$ cat config.mk
export PLATFORM = sky130hd
export DESIGN_NAME = microcode_sequencer
export DESIGN_NICKNAME = d
export VERILOG_FILES = /design/src/rtl/tau_microcode_pkg.sv /design/src/rtl/microcode_step_counter.sv /design/src/rtl/microcode_sequencer.sv
export SDC_FILE = /design/constraint.sdc
export NUM_CORES = 1
export LEC_CHECK = 0
export BUFFER_PORTS_ARGS = -buffer_cell sky130_fd_sc_hd__clkbuf_2
export CAP_MARGIN = 20
export CORE_MARGIN = 1
export CORE_UTILIZATION = 47
export CTS_BUF_LIST = sky130_fd_sc_hd__clkbuf_2 sky130_fd_sc_hd__clkbuf_4 sky130_fd_sc_hd__clkbuf_8
export DETAILED_ROUTE_END_ITERATION = 10
export MAX_ROUTING_LAYER = met4
export PLACE_DENSITY_LB_ADDON = 0.05
export SETUP_SLACK_MARGIN = 0.02
export SLEW_MARGIN = 20
export SYNTH_ARGS = -nofsm -noshare
export SYNTH_HDL_FRONTEND = slang
export SYNTH_HIERARCHICAL = 1
export SYNTH_SLANG_ARGS = --single-unit
$ cat constraint.sdc
create_clock -name clock -period 0.9 [get_ports clock]
set_input_delay 0.18 -clock clock [delete_from_list [all_inputs] [get_ports clock]]
set_output_delay 0.18 -clock clock [all_outputs]
set_load 0.01 [all_outputs]
$ cat src/rtl/tau_microcode_pkg.sv
// Shared types and default geometry for the microcode sequencer slice.
package tau_microcode_pkg;

   localparam int TAU_OPCODE_WIDTH = 6;
   localparam int TAU_STEP_WIDTH   = 4;

   typedef enum logic [2:0] {
      IDLE     = 3'd0,
      LOADED   = 3'd1,
      STEPPING = 3'd2,
      DONE     = 3'd3,
      FAULT    = 3'd4
   } microcode_seq_state_t;

   typedef struct packed {
      logic [TAU_OPCODE_WIDTH-1:0] opcode;
      logic [TAU_STEP_WIDTH-1:0]   step;
   } microcode_address_t;

endpackage

$ cat src/rtl/microcode_step_counter.sv
// Micro-step counter: synchronous clear (priority), count enable, terminal-count flag.
module microcode_step_counter
   import tau_microcode_pkg::*;
#(
   parameter int STEP_WIDTH = TAU_STEP_WIDTH
) (
   input  logic                  clk_i,
   input  logic                  rst_n_i,
   input  logic                  clr_i,
   input  logic                  en_i,
   output logic [STEP_WIDTH-1:0] count_o,
   output logic                  tc_o
);

   logic [STEP_WIDTH-1:0] count_q;
   logic [STEP_WIDTH-1:0] count_d;

   always_comb begin
      count_d = count_q;
      if (clr_i)
         count_d = '0;
      else if (en_i)
         count_d = count_q + 1'b1;
   end

   always_ff @(posedge clk_i or negedge rst_n_i) begin
      if (!rst_n_i)
         count_q <= '0;
      else
         count_q <= count_d;
   end

   assign count_o = count_q;
   assign tc_o    = &count_q;

endmodule

$ cat src/rtl/microcode_sequencer.sv
// Microcode sequencer: latches opcode, steps micro-step counter, retires on ROM finish bit.
// Optional step-overflow trap (FAULT state, sticky fault) built with TAU_MICROCODE_OVERFLOW_TRAP_EN.
module microcode_sequencer
   import tau_microcode_pkg::*;
#(
   parameter int OPCODE_WIDTH       = TAU_OPCODE_WIDTH,
   parameter int STEP_WIDTH         = TAU_STEP_WIDTH,
   parameter int RETIRE_COUNT_WIDTH = 16
) (
   input  logic                               clock,
   input  logic                               reset_n,
   input  logic                               microcode_sequencer_load_n,
   input  logic                               microcode_sequencer_enable,
   input  logic                               microcode_rom_read_enable,
   input  logic [OPCODE_WIDTH-1:0]            opcode,
   input  logic                               instruction_finish_control_line,
   output logic [OPCODE_WIDTH+STEP_WIDTH-1:0] microcode_address,
   output logic                               microcode_address_valid,
   output logic                               instruction_retired,
   output logic [RETIRE_COUNT_WIDTH-1:0]      retired_count,
   output logic                               microcode_fault
);

   // Assert asynchronously, release two clocks after reset_n rises.
   logic [1:0] rst_sync_q;
   logic       rst_n_int;

   always_ff @(posedge clock or negedge reset_n) begin
      if (!reset_n)
         rst_sync_q <= 2'b00;
      else
         rst_sync_q <= {rst_sync_q[0], 1'b1};
   end

   assign rst_n_int = rst_sync_q[1];

   microcode_seq_state_t          state_q;
   logic [OPCODE_WIDTH-1:0]       opcode_q;
   logic [STEP_WIDTH-1:0]         step_q;
   logic                          retired_q;
   logic [RETIRE_COUNT_WIDTH-1:0] retired_count_q;
   logic                          step_tc;
   logic                          live;
   logic                          load_accept;
   logic                          finish_hit;
   logic                          step_req;
   logic                          overflow;
   logic                          step_en;

   assign live        = (state_q == LOADED) || (state_q == STEPPING);
   assign load_accept = !microcode_sequencer_load_n && (state_q != FAULT);
   assign finish_hit  = live && instruction_finish_control_line && microcode_rom_read_enable;
   assign step_req    = live && microcode_sequencer_enable && !instruction_finish_control_line;

`ifdef TAU_MICROCODE_OVERFLOW_TRAP_EN
   logic fault_q;

   assign overflow = step_req && step_tc;
`else
   logic unused_step_tc;

   // Without the trap the counter simply wraps past all-ones.
   assign unused_step_tc = step_tc;
   assign overflow       = 1'b0;
`endif

   assign step_en = !load_accept && step_req && !overflow;

   microcode_step_counter #(
      .STEP_WIDTH (STEP_WIDTH)
   ) u_step_counter (
      .clk_i   (clock),
      .rst_n_i (rst_n_int),
      .clr_i   (load_accept),
      .en_i    (step_en),
      .count_o (step_q),
      .tc_o    (step_tc)
   );

   // Priority: load, then finish, then overflow, then step.
   always_ff @(posedge clock or negedge rst_n_int) begin
      if (!rst_n_int) begin
         state_q         <= IDLE;
         opcode_q        <= '0;
         retired_q       <= 1'b0;
         retired_count_q <= '0;
`ifdef TAU_MICROCODE_OVERFLOW_TRAP_EN
         fault_q         <= 1'b0;
`endif
      end else begin
         retired_q <= 1'b0;
         if (load_accept) begin
            state_q  <= LOADED;
            opcode_q <= opcode;
         end else if (finish_hit) begin
            state_q         <= DONE;
            retired_q       <= 1'b1;
            retired_count_q <= retired_count_q + 1'b1;
         end else if (overflow) begin
`ifdef TAU_MICROCODE_OVERFLOW_TRAP_EN
            state_q <= FAULT;
            fault_q <= 1'b1;
`endif
         end else if (step_req) begin
            state_q <= STEPPING;
         end
      end
   end

   assign microcode_address       = {opcode_q, step_q};
   assign microcode_address_valid = microcode_rom_read_enable &&
                                    (state_q inside {LOADED, STEPPING, DONE});
   assign instruction_retired     = retired_q;
   assign retired_count           = retired_count_q;

`ifdef TAU_MICROCODE_OVERFLOW_TRAP_EN
   assign microcode_fault = fault_q;
`else
   assign microcode_fault = 1'b0;
`endif

endmodule

==> report_table.html, run 1 <==
<table>
<tr><th>Metric</th><th>Value</th></tr>
<tr><th colspan="2">Routing</th></tr>
<tr><td>WL final</td><td>3.27 mm</td></tr>
<tr><td>Count of vias placed by the detailed router</td><td>1,156</td></tr>
<tr><td>Detailed Routing Iterations Pass 1</td><td>4</td></tr>
<tr><td>Remaining DRCs</td><td>0</td></tr>
<tr><td>DR vias/cell</td><td>4.90</td></tr>
<tr><td>Average wire per cell in the routed design</td><td>13.8 um</td></tr>
<tr><td>Detailed router's first-iteration violation count</td><td>28</td></tr>
<tr><td>DRT antenna net count</td><td>0</td></tr>
<tr><th colspan="2">CTS</th></tr>
<tr><td>Clock root buffer</td><td>sky130_fd_sc_hd__clkbuf_4</td></tr>
<tr><td>Clock Sink Count</td><td>31</td></tr>
<tr><td>Cts bufs inserted</td><td>5</td></tr>
<tr><td>Maximum buffer depth of the clock tree</td><td>2</td></tr>
<tr><td>Clock tree from TritonCTS</td><td>yes</td></tr>
<tr><td>Clock transition at the registers of the reported paths</td><td>0.10 ns</td></tr>
<tr><td>Clock latency at the later pin of the worst-skew pair</td><td>0.34 ns</td></tr>
<tr><td>CTS H-tree depth</td><td>2</td></tr>
<tr><th colspan="2">Flow run</th></tr>
<tr><td>Count of maximum capacitance violations</td><td>0</td></tr>
<tr><th colspan="2">Finish</th></tr>
<tr><td>Area added between synthesis and finish</td><td>64.8%</td></tr>
<tr><td>Commonest cells after routing, fill and taps aside</td><td>32 x sky130_fd_sc_hd__buf_6, 30 x sky130_fd_sc_hd__dfrtp_1, 30 x sky130_fd_sc_hd__buf_4</td></tr>
<tr><td>Ant diodes</td><td>0</td></tr>
<tr><td>Most common cell after layout, fill and taps aside</td><td>sky130_fd_sc_hd__buf_6</td></tr>
<tr><td>Layout net count</td><td>219</td></tr>
<tr><td>Utilization after layout</td><td>81.8%</td></tr>
<tr><td>Layout cells sized above 1</td><td>60.0%</td></tr>
<tr><td>Finished layout cell area</td><td>0.00226 sq mm</td></tr>
<tr><th colspan="2">GRT</th></tr>
<tr><td>Global routing usage summed across all routing layers</td><td>22.8%</td></tr>
<tr><td>Met1 Usage GRT</td><td>26.4%</td></tr>
<tr><td>Via count of the first global-routing pass</td><td>1,189</td></tr>
<tr><td>Met2 capacity usage during global routing</td><td>34.9%</td></tr>
<tr><td>Initial antenna violation count</td><td>0</td></tr>
<tr><td>Grt peak-use layer</td><td>met2</td></tr>
<tr><td>First-pass GRT wire length</td><td>5.20 mm</td></tr>
<tr><td>Residual overflow from global routing</td><td>0</td></tr>
<tr><td>Met3 layer usage reported by global route</td><td>6.05%</td></tr>
<tr><td>Largest net degree at the start of global routing</td><td>14</td></tr>
<tr><th colspan="2">Worst setup path</th></tr>
<tr><td>Type of the worst setup path</td><td>reg2reg</td></tr>
<tr><td>Data arrival time of the critical path</td><td>1.76 ns</td></tr>
<tr><td>Maximum fanout count along the critical path</td><td>4</td></tr>
<tr><td>Category of the worst setup path capture point</td><td>flop</td></tr>
<tr><td>Required arrival time at the worst endpoint</td><td>1.13 ns</td></tr>
<tr><td>Worst reg-to-reg path cell count</td><td>6</td></tr>
<tr><td>Capturing point of the worst reg2reg path</td><td>retired_count[13]</td></tr>
<tr><td>Worst setup path startpoint</td><td>state_q[0]</td></tr>
<tr><td>Register-to-register setup slack</td><td>-0.63 ns</td></tr>
<tr><td>Startpoint types</td><td>flop</td></tr>
<tr><td>Critical Path End</td><td>retired_count[13]</td></tr>
<tr><td>Launching point of the worst reg2reg path</td><td>state_q[0]</td></tr>
<tr><th colspan="2">Floorplanning</th></tr>
<tr><td>Boundary Pins</td><td>41</td></tr>
<tr><td>Placement row count</td><td>19</td></tr>
<tr><td>Core area</td><td>0.00276 sq mm</td></tr>
<tr><td>Horizontal extent of the die</td><td>56.0 um</td></tr>
<tr><td>Die Span Y</td><td>56.0 um</td></tr>
<tr><td>Starting utilization of the core area</td><td>49.6%</td></tr>
<tr><td>Total Die Area</td><td>0.00313 sq mm</td></tr>
<tr><th colspan="2">Placed design</th></tr>
<tr><td>Area after DPL</td><td>0.00186 sq mm</td></tr>
<tr><td>GP Congestion</td><td>0.750</td></tr>
<tr><td>HPWL reported at the end of detailed placement</td><td>2.05 mm</td></tr>
<tr><td>Port Buffer Count</td><td>39</td></tr>
<tr><th colspan="2">STA</th></tr>
<tr><td>Crit share post-route</td><td>170%</td></tr>
<tr><td>Final setup fails</td><td>51</td></tr>
<tr><td>Worst clock skew</td><td>0.00807 ns</td></tr>
<tr><td>Min cycle time layout</td><td>1.53 ns</td></tr>
<tr><td>Unrepaired setup endpoints after global routing</td><td>yes</td></tr>
<tr><td>Crit path setup slack, layout</td><td>-0.633 ns</td></tr>
<tr><td>Achievable clock frequency</td><td>653 MHz</td></tr>
<tr><td>Final TNS setup</td><td>-18.00 ns</td></tr>
<tr><td>Number of endpoints with negative hold slack in the final report</td><td>0</td></tr>
<tr><td>Count of final max-slew check failures</td><td>0</td></tr>
<tr><td>Worst hold slack across all endpoints</td><td>0.0726 ns</td></tr>
<tr><th colspan="2">Synthesis</th></tr>
<tr><td>Number of instances in the synthesized netlist</td><td>110</td></tr>
<tr><td>Number of nets in the synthesized netlist</td><td>125</td></tr>
<tr><td>Summed instance area of the synthesized netlist</td><td>0.00137 sq mm</td></tr>
<tr><td>Average cell area after synthesis</td><td>12.4 sq um</td></tr>
<tr><td>Yosys Warn Count</td><td>6</td></tr>
<tr><th colspan="2">Pwr</th></tr>
<tr><td>Fraction of power spent switching nets</td><td>29.3%</td></tr>
<tr><td>Combinational power share</td><td>30.6%</td></tr>
<tr><td>Fraction of power consumed by the clock network</td><td>23.6%</td></tr>
<tr><td>Max VDD drop</td><td>1790 uV</td></tr>
<tr><td>Areal power density over the cells</td><td>1600 mW/mm^2</td></tr>
<tr><td>Leakage</td><td>1.14 nW</td></tr>
<tr><td>Internal power contribution</td><td>0.00254 W</td></tr>
<tr><td>Part of the power in registers</td><td>45.8%</td></tr>
<tr><td>Switching power of the nets</td><td>0.00105 W</td></tr>
<tr><th colspan="2">Outcome</th></tr>
<tr><td>Outcome</td><td>complete, but fails checks</td></tr>
<tr><td>Failing checks</td><td>setup timing</td></tr>
<tr><th colspan="2">Hold path</th></tr>
<tr><td>Path class of the lowest-slack min-delay path</td><td>in2reg</td></tr>
</table>
power groups by stage:
| stage | logic (W) | registers, W | clock network, W |
|---|---|---|---|
| 2_1_floorplan | 0.000299 | 0.00176 | 0 |
| 3_3_place_gp | 0.000794 | 0.00166 | 0 |
| 3_5_place_dp | 0.000822 | 0.00166 | 0 |
| 4_1_cts | 0.000901 | 0.00165 | 0.000869 |
| 5_1_grt | 0.00119 | 0.00167 | 0.000934 |
| 6_report | 0.00110 | 0.00165 | 0.000850 |
state kept, by name (all words and copies together), names as in the netlist:
register,count
retired_count,16
opcode_q,6
instruction_retired,1
state_q,2
rst_sync_q,2
u_step_counter/count_o,4
stage by stage:
step | power [W] | instances | setup slack [ns]
2_1_floorplan | 0.00205 | 110 | -0.653
3_3_place_gp | 0.00245 | 207 | -0.554
3_5_place_dp | 0.00249 | 207 | -0.638
4_1_cts | 0.00342 | 228 | -0.627
5_1_grt | 0.00379 | 236 | -0.726
6_report | 0.00360 | 236 | -0.633
how the worst min path moves through the flow:
stage | start | to | slack [ns] | cells after the start
after CTS | opcode[5] | opcode_q[5] | 0.06 | 2
after detailed placement | reset_n | rst_sync_q[0] | -0.03 | 1
after global placement | reset_n | rst_sync_q[0] | -0.03 | 1
after floorplan | reset_n | rst_sync_q[0] | -0.12 | 0
after global routing | opcode[2] | opcode_q[2] | 0.05 | 2
final | opcode[5] | opcode_q[5] | 0.07 | 2
routing by layer:
metal  wire length [um]  part of all wire [%]
met1               1320                    40
met2               1690                    52
met3                130                   4.0
met4                127                   3.9
met5                  0                     0
timing repair:
| action | 4_1_cts | 5_1_grt |
|---|---|---|
| pin swaps | 7 | 4 |
| setup buffers | 13 | 13 |
| cloned | 0 | 0 |
| endpoints found under the setup margin | 51 | 51 |
| hold buffers | 1 | 0 |
| endpoints found under the hold margin | 2 | 0 |
| resized for setup | 17 | 38 |
layout make-up:
| class | count | area (sq um) |
|---|---|---|
| Fill cell | 164 | 502 |
| Clock inverter | 1 | 5.00 |
| Inverter | 5 | 18.8 |
| Clock buffer | 7 | 52.6 |
| Sequential cell | 31 | 777 |
| Timing Repair Buffer | 89 | 741 |
| Multi-Input combinational cell | 72 | 623 |
| Tap cell | 31 | 38.8 |
critical path: stages (launching register included):
cell and delay, ns:
sky130_fd_sc_hd__dfrtp_1 0.38, sky130_fd_sc_hd__inv_2 0.06, sky130_fd_sc_hd__ha_4 0.30, sky130_fd_sc_hd__nand4_4 0.13
sky130_fd_sc_hd__nor4_4 0.26, sky130_fd_sc_hd__nand4_1 0.16, sky130_fd_sc_hd__xnor2_1 0.15
Note: power is estimated with default switching activity, not from simulation.
==> inputs of run 2 (changes only) <==
Settings changed: PLACE_DENSITY set to 0.85, PLACE_DENSITY_LB_ADDON 0.05 to not set.
==> run 2 against run 1 <==
The run still ends with setup timing left; highest routed layer unchanged; setup slack worse by 0.11 ns; flip-flop and latch count stayed put; largest cell class is now non-clock buffers; die area stayed put; non-clock buffer count is 8 higher; via count is 11% higher.
==> report_table.html, run 2 (synthesis results as in run 1) <==
<table>
<tr><th>Metric</th><th>Value</th></tr>
<tr><th colspan="2">Outcome</th></tr>
<tr><td>Outcome</td><td>complete, but fails checks</td></tr>
<tr><td>Failing checks</td><td>setup timing</td></tr>
<tr><th colspan="2">Finish</th></tr>
<tr><td>Max FFs per register</td><td>16 (unchanged)</td></tr>
<tr><td>Ant diodes</td><td>0 (unchanged)</td></tr>
<tr><td>Layout cells sized above 1</td><td>64.6% (+4.6 points)</td></tr>
<tr><td>Area added between synthesis and finish</td><td>72.2%</td></tr>
<tr><td>Filler Cell Count</td><td>133 (-19%)</td></tr>
<tr><td>Layout net count</td><td>227 (+3.7%)</td></tr>
<tr><td>Most common cell after layout, fill and taps aside</td><td>sky130_fd_sc_hd__buf_4</td></tr>
<tr><td>Finished layout cell area</td><td>0.00236 sq mm (+4.5%)</td></tr>
<tr><td>Commonest cells after routing, fill and taps aside</td><td>36 x sky130_fd_sc_hd__buf_4, 33 x sky130_fd_sc_hd__buf_6, 29 x sky130_fd_sc_hd__dfrtp_1</td></tr>
<tr><th colspan="2">GRT</th></tr>
<tr><td>Residual overflow from global routing</td><td>0 (unchanged)</td></tr>
<tr><td>Via count of the first global-routing pass</td><td>1,359 (+14%)</td></tr>
<tr><td>First-pass GRT wire length</td><td>6.45 mm (+24%)</td></tr>
<tr><td>Global routing usage summed across all routing layers</td><td>29.1% (+6.3 points)</td></tr>
<tr><td>Largest net degree at the start of global routing</td><td>24 (+10)</td></tr>
<tr><td>Initial antenna violation count</td><td>0 (unchanged)</td></tr>
<tr><th colspan="2">Worst setup path</th></tr>
<tr><td>Worst reg-to-reg path cell count</td><td>7 (+1)</td></tr>
<tr><td>Category of the worst setup path capture point</td><td>flop</td></tr>
<tr><td>Maximum fanout count along the critical path</td><td>4 (unchanged)</td></tr>
<tr><td>Data arrival time of the critical path</td><td>1.87 ns (+0.11 ns)</td></tr>
<tr><td>Register-to-register setup slack</td><td>-0.74 ns (-0.11 ns)</td></tr>
<tr><td>Required arrival time at the worst endpoint</td><td>1.13 ns (about the same)</td></tr>
<tr><td>Startpoint types</td><td>flop</td></tr>
<tr><td>Type of the worst setup path</td><td>reg2reg</td></tr>
<tr><td>Launching point of the worst reg2reg path</td><td>state_q[0]</td></tr>
<tr><td>Capturing point of the worst reg2reg path</td><td>u_step_counter/count_o[3]</td></tr>
<tr><th colspan="2">STA</th></tr>
<tr><td>Unrepaired setup endpoints after global routing</td><td>yes</td></tr>
<tr><td>Final setup fails</td><td>51 (unchanged)</td></tr>
<tr><td>Crit path setup slack, layout</td><td>-0.743 ns (-0.111 ns)</td></tr>
<tr><td>Worst clock skew</td><td>0.00257 ns (-0.00549 ns)</td></tr>
<tr><td>Min cycle time layout</td><td>1.64 ns (+0.111 ns)</td></tr>
<tr><td>Worst hold slack across all endpoints</td><td>0.0772 ns (+0.00457 ns)</td></tr>
<tr><td>Crit share post-route</td><td>183% (+12 points)</td></tr>
<tr><td>Count of final max-slew check failures</td><td>0 (unchanged)</td></tr>
<tr><td>Number of endpoints with negative hold slack in the final report</td><td>0 (unchanged)</td></tr>
<tr><td>Achievable clock frequency</td><td>609 MHz (-6.7%)</td></tr>
<tr><th colspan="2">Pwr</th></tr>
<tr><td>Internal power contribution</td><td>0.00266 W (+4.7%)</td></tr>
<tr><td>Areal power density over the cells</td><td>1610 mW/mm^2 (+1.1%)</td></tr>
<tr><td>Fraction of power consumed by the clock network</td><td>21.3% (-2.3 points)</td></tr>
<tr><td>Combinational power share</td><td>34.8% (+4.2 points)</td></tr>
<tr><td>Part of the power in registers</td><td>43.9% (-1.9 points)</td></tr>
<tr><td>Leakage</td><td>1.19 nW (+4.0%)</td></tr>
<tr><td>Switching power of the nets</td><td>0.00114 W (+8.1%)</td></tr>
<tr><td>Fraction of power spent switching nets</td><td>30.0% (+0.67 points)</td></tr>
<tr><td>Max VDD drop</td><td>1730 uV (-3.3%)</td></tr>
<tr><th colspan="2">Floorplanning</th></tr>
<tr><td>Boundary Pins</td><td>41 (unchanged)</td></tr>
<tr><td>Total Die Area</td><td>0.00313 sq mm (unchanged)</td></tr>
<tr><td>Starting utilization of the core area</td><td>49.6% (unchanged)</td></tr>
<tr><td>Die Span Y</td><td>56.0 um (unchanged)</td></tr>
<tr><td>Horizontal extent of the die</td><td>56.0 um (unchanged)</td></tr>
<tr><td>Core area</td><td>0.00276 sq mm (unchanged)</td></tr>
<tr><td>Placement row count</td><td>19 (unchanged)</td></tr>
<tr><th colspan="2">CTS</th></tr>
<tr><td>Clock transition at the registers of the reported paths</td><td>0.09 ns (about the same)</td></tr>
<tr><td>Clock latency at the later pin of the worst-skew pair</td><td>0.33 ns (about the same)</td></tr>
<tr><td>Clock root buffer</td><td>sky130_fd_sc_hd__clkbuf_4</td></tr>
<tr><td>Clock Sink Count</td><td>31 (unchanged)</td></tr>
<tr><td>Clock tree from TritonCTS</td><td>yes</td></tr>
<tr><td>CTS H-tree depth</td><td>2 (unchanged)</td></tr>
<tr><td>Cts bufs inserted</td><td>5 (unchanged)</td></tr>
<tr><td>Maximum buffer depth of the clock tree</td><td>2 (unchanged)</td></tr>
<tr><th colspan="2">Routing</th></tr>
<tr><td>DRT antenna net count</td><td>0 (unchanged)</td></tr>
<tr><td>DR vias/cell</td><td>5.28 (+7.8%)</td></tr>
<tr><td>WL final</td><td>4.34 mm (+33%)</td></tr>
<tr><td>Detailed router's first-iteration violation count</td><td>30 (+7.1%)</td></tr>
<tr><td>Average wire per cell in the routed design</td><td>17.9 um (+29%)</td></tr>
<tr><td>Remaining DRCs</td><td>0 (unchanged)</td></tr>
<tr><td>Count of vias placed by the detailed router</td><td>1,283 (+11%)</td></tr>
<tr><td>Detailed Routing Iterations Pass 1</td><td>4 (unchanged)</td></tr>
<tr><th colspan="2">Hold path</th></tr>
<tr><td>Cell depth of the worst hold path</td><td>2 (unchanged)</td></tr>
<tr><td>Hold Path Sink</td><td>opcode_q[0]</td></tr>
<tr><td>Hold wc startpoint</td><td>opcode[0]</td></tr>
<tr><td>Path class of the lowest-slack min-delay path</td><td>in2reg</td></tr>
<tr><th colspan="2">Flow run</th></tr>
<tr><td>Count of maximum capacitance violations</td><td>0 (unchanged)</td></tr>
<tr><th colspan="2">Placed design</th></tr>
<tr><td>Port Buffer Count</td><td>39 (unchanged)</td></tr>
<tr><td>Area after DPL</td><td>0.00186 sq mm (unchanged)</td></tr>
<tr><td>HPWL reported at the end of detailed placement</td><td>2.45 mm (+20%)</td></tr>
<tr><td>GP Congestion</td><td>0.777 (+3.6%)</td></tr>
</table>
-- run 2: area by class of cell --
cell class                      instances  area [sq um]  share of cell area [%]
Clock buffer                            7          52.6                    2.23
Inverter                                5          18.8                   0.796
Multi-Input combinational cell         72           667                    28.3
Sequential cell                        31           778                    33.0
Tap cell                               31          38.8                    1.65
Timing Repair Buffer                   97           802                    34.0
-- run 2: layer usage --
metal / wire, um / up-vias / track usage [%]
li1: - / 567 / -
met1: 1610 / 654 / 30.4
met2: 2340 / 38 / 50.3
met3: 166 / 24 / 5.58
met4: 219 / 0 / 17.8
met5: 0 / - / -
-- run 2: timing repair --
item                                   4_1_cts  5_1_grt
hold buffers                                 1        0
pin swaps                                   12       12
gates resized for setup                     24       35
endpoints found under the hold margin        2        0
setup endpoints to repair                   51       51
buffers inserted                            18       11
-- run 2: worst max-delay path, cell delays in order, from the launching register on --
cell                      delay, ns
sky130_fd_sc_hd__dfrtp_1       0.38
sky130_fd_sc_hd__inv_2         0.06
sky130_fd_sc_hd__ha_4          0.29
sky130_fd_sc_hd__buf_4         0.12
sky130_fd_sc_hd__nand2_4       0.06
sky130_fd_sc_hd__nor3_4        0.15
sky130_fd_sc_hd__nand4_1       0.15
sky130_fd_sc_hd__mux2_4        0.32
-- run 2: worst max-delay path by stage --
stage / startpoint / end / slack, ns / depth (start not counted)
finish: state_q[0] / u_step_counter/count_o[3] / -0.74 / 7
global route: state_q[1] / retired_count[11] / -0.85 / 6
CTS: state_q[0] / retired_count[13] / -0.64 / 6
detailed placement: state_q[0] / retired_count[13] / -0.66 / 6
global placement: state_q[1] / retired_count[13] / -0.56 / 6
floorplan: state_q[0] / u_step_counter/count_o[3] / -0.65 / 6
-- run 2: through the flow --
step	std cells	power [W]	setup TNS [ns]	util (%)	setup slack, ns
after global placement	207	0.00244	-10.59	67.5	-0.562
after global routing	243	0.00396	-23.04	85.5	-0.851
after detailed placement	207	0.00250	-12.37	67.5	-0.661
after floorplan	110	0.00205	-9.45	-	-0.653
after CTS	233	0.00350	-18.25	78.4	-0.644
final	243	0.00380	-20.27	85.5	-0.743
-- run 2: power groups by stage --
stage	registers (W)	clock network, W	logic [W]
floorplan	0.00176	0	0.000299
global route	0.00168	0.000895	0.00139
CTS	0.00165	0.000817	0.00102
detailed placement	0.00167	0	0.000825
global placement	0.00165	0	0.000787
finish	0.00167	0.000810	0.00133
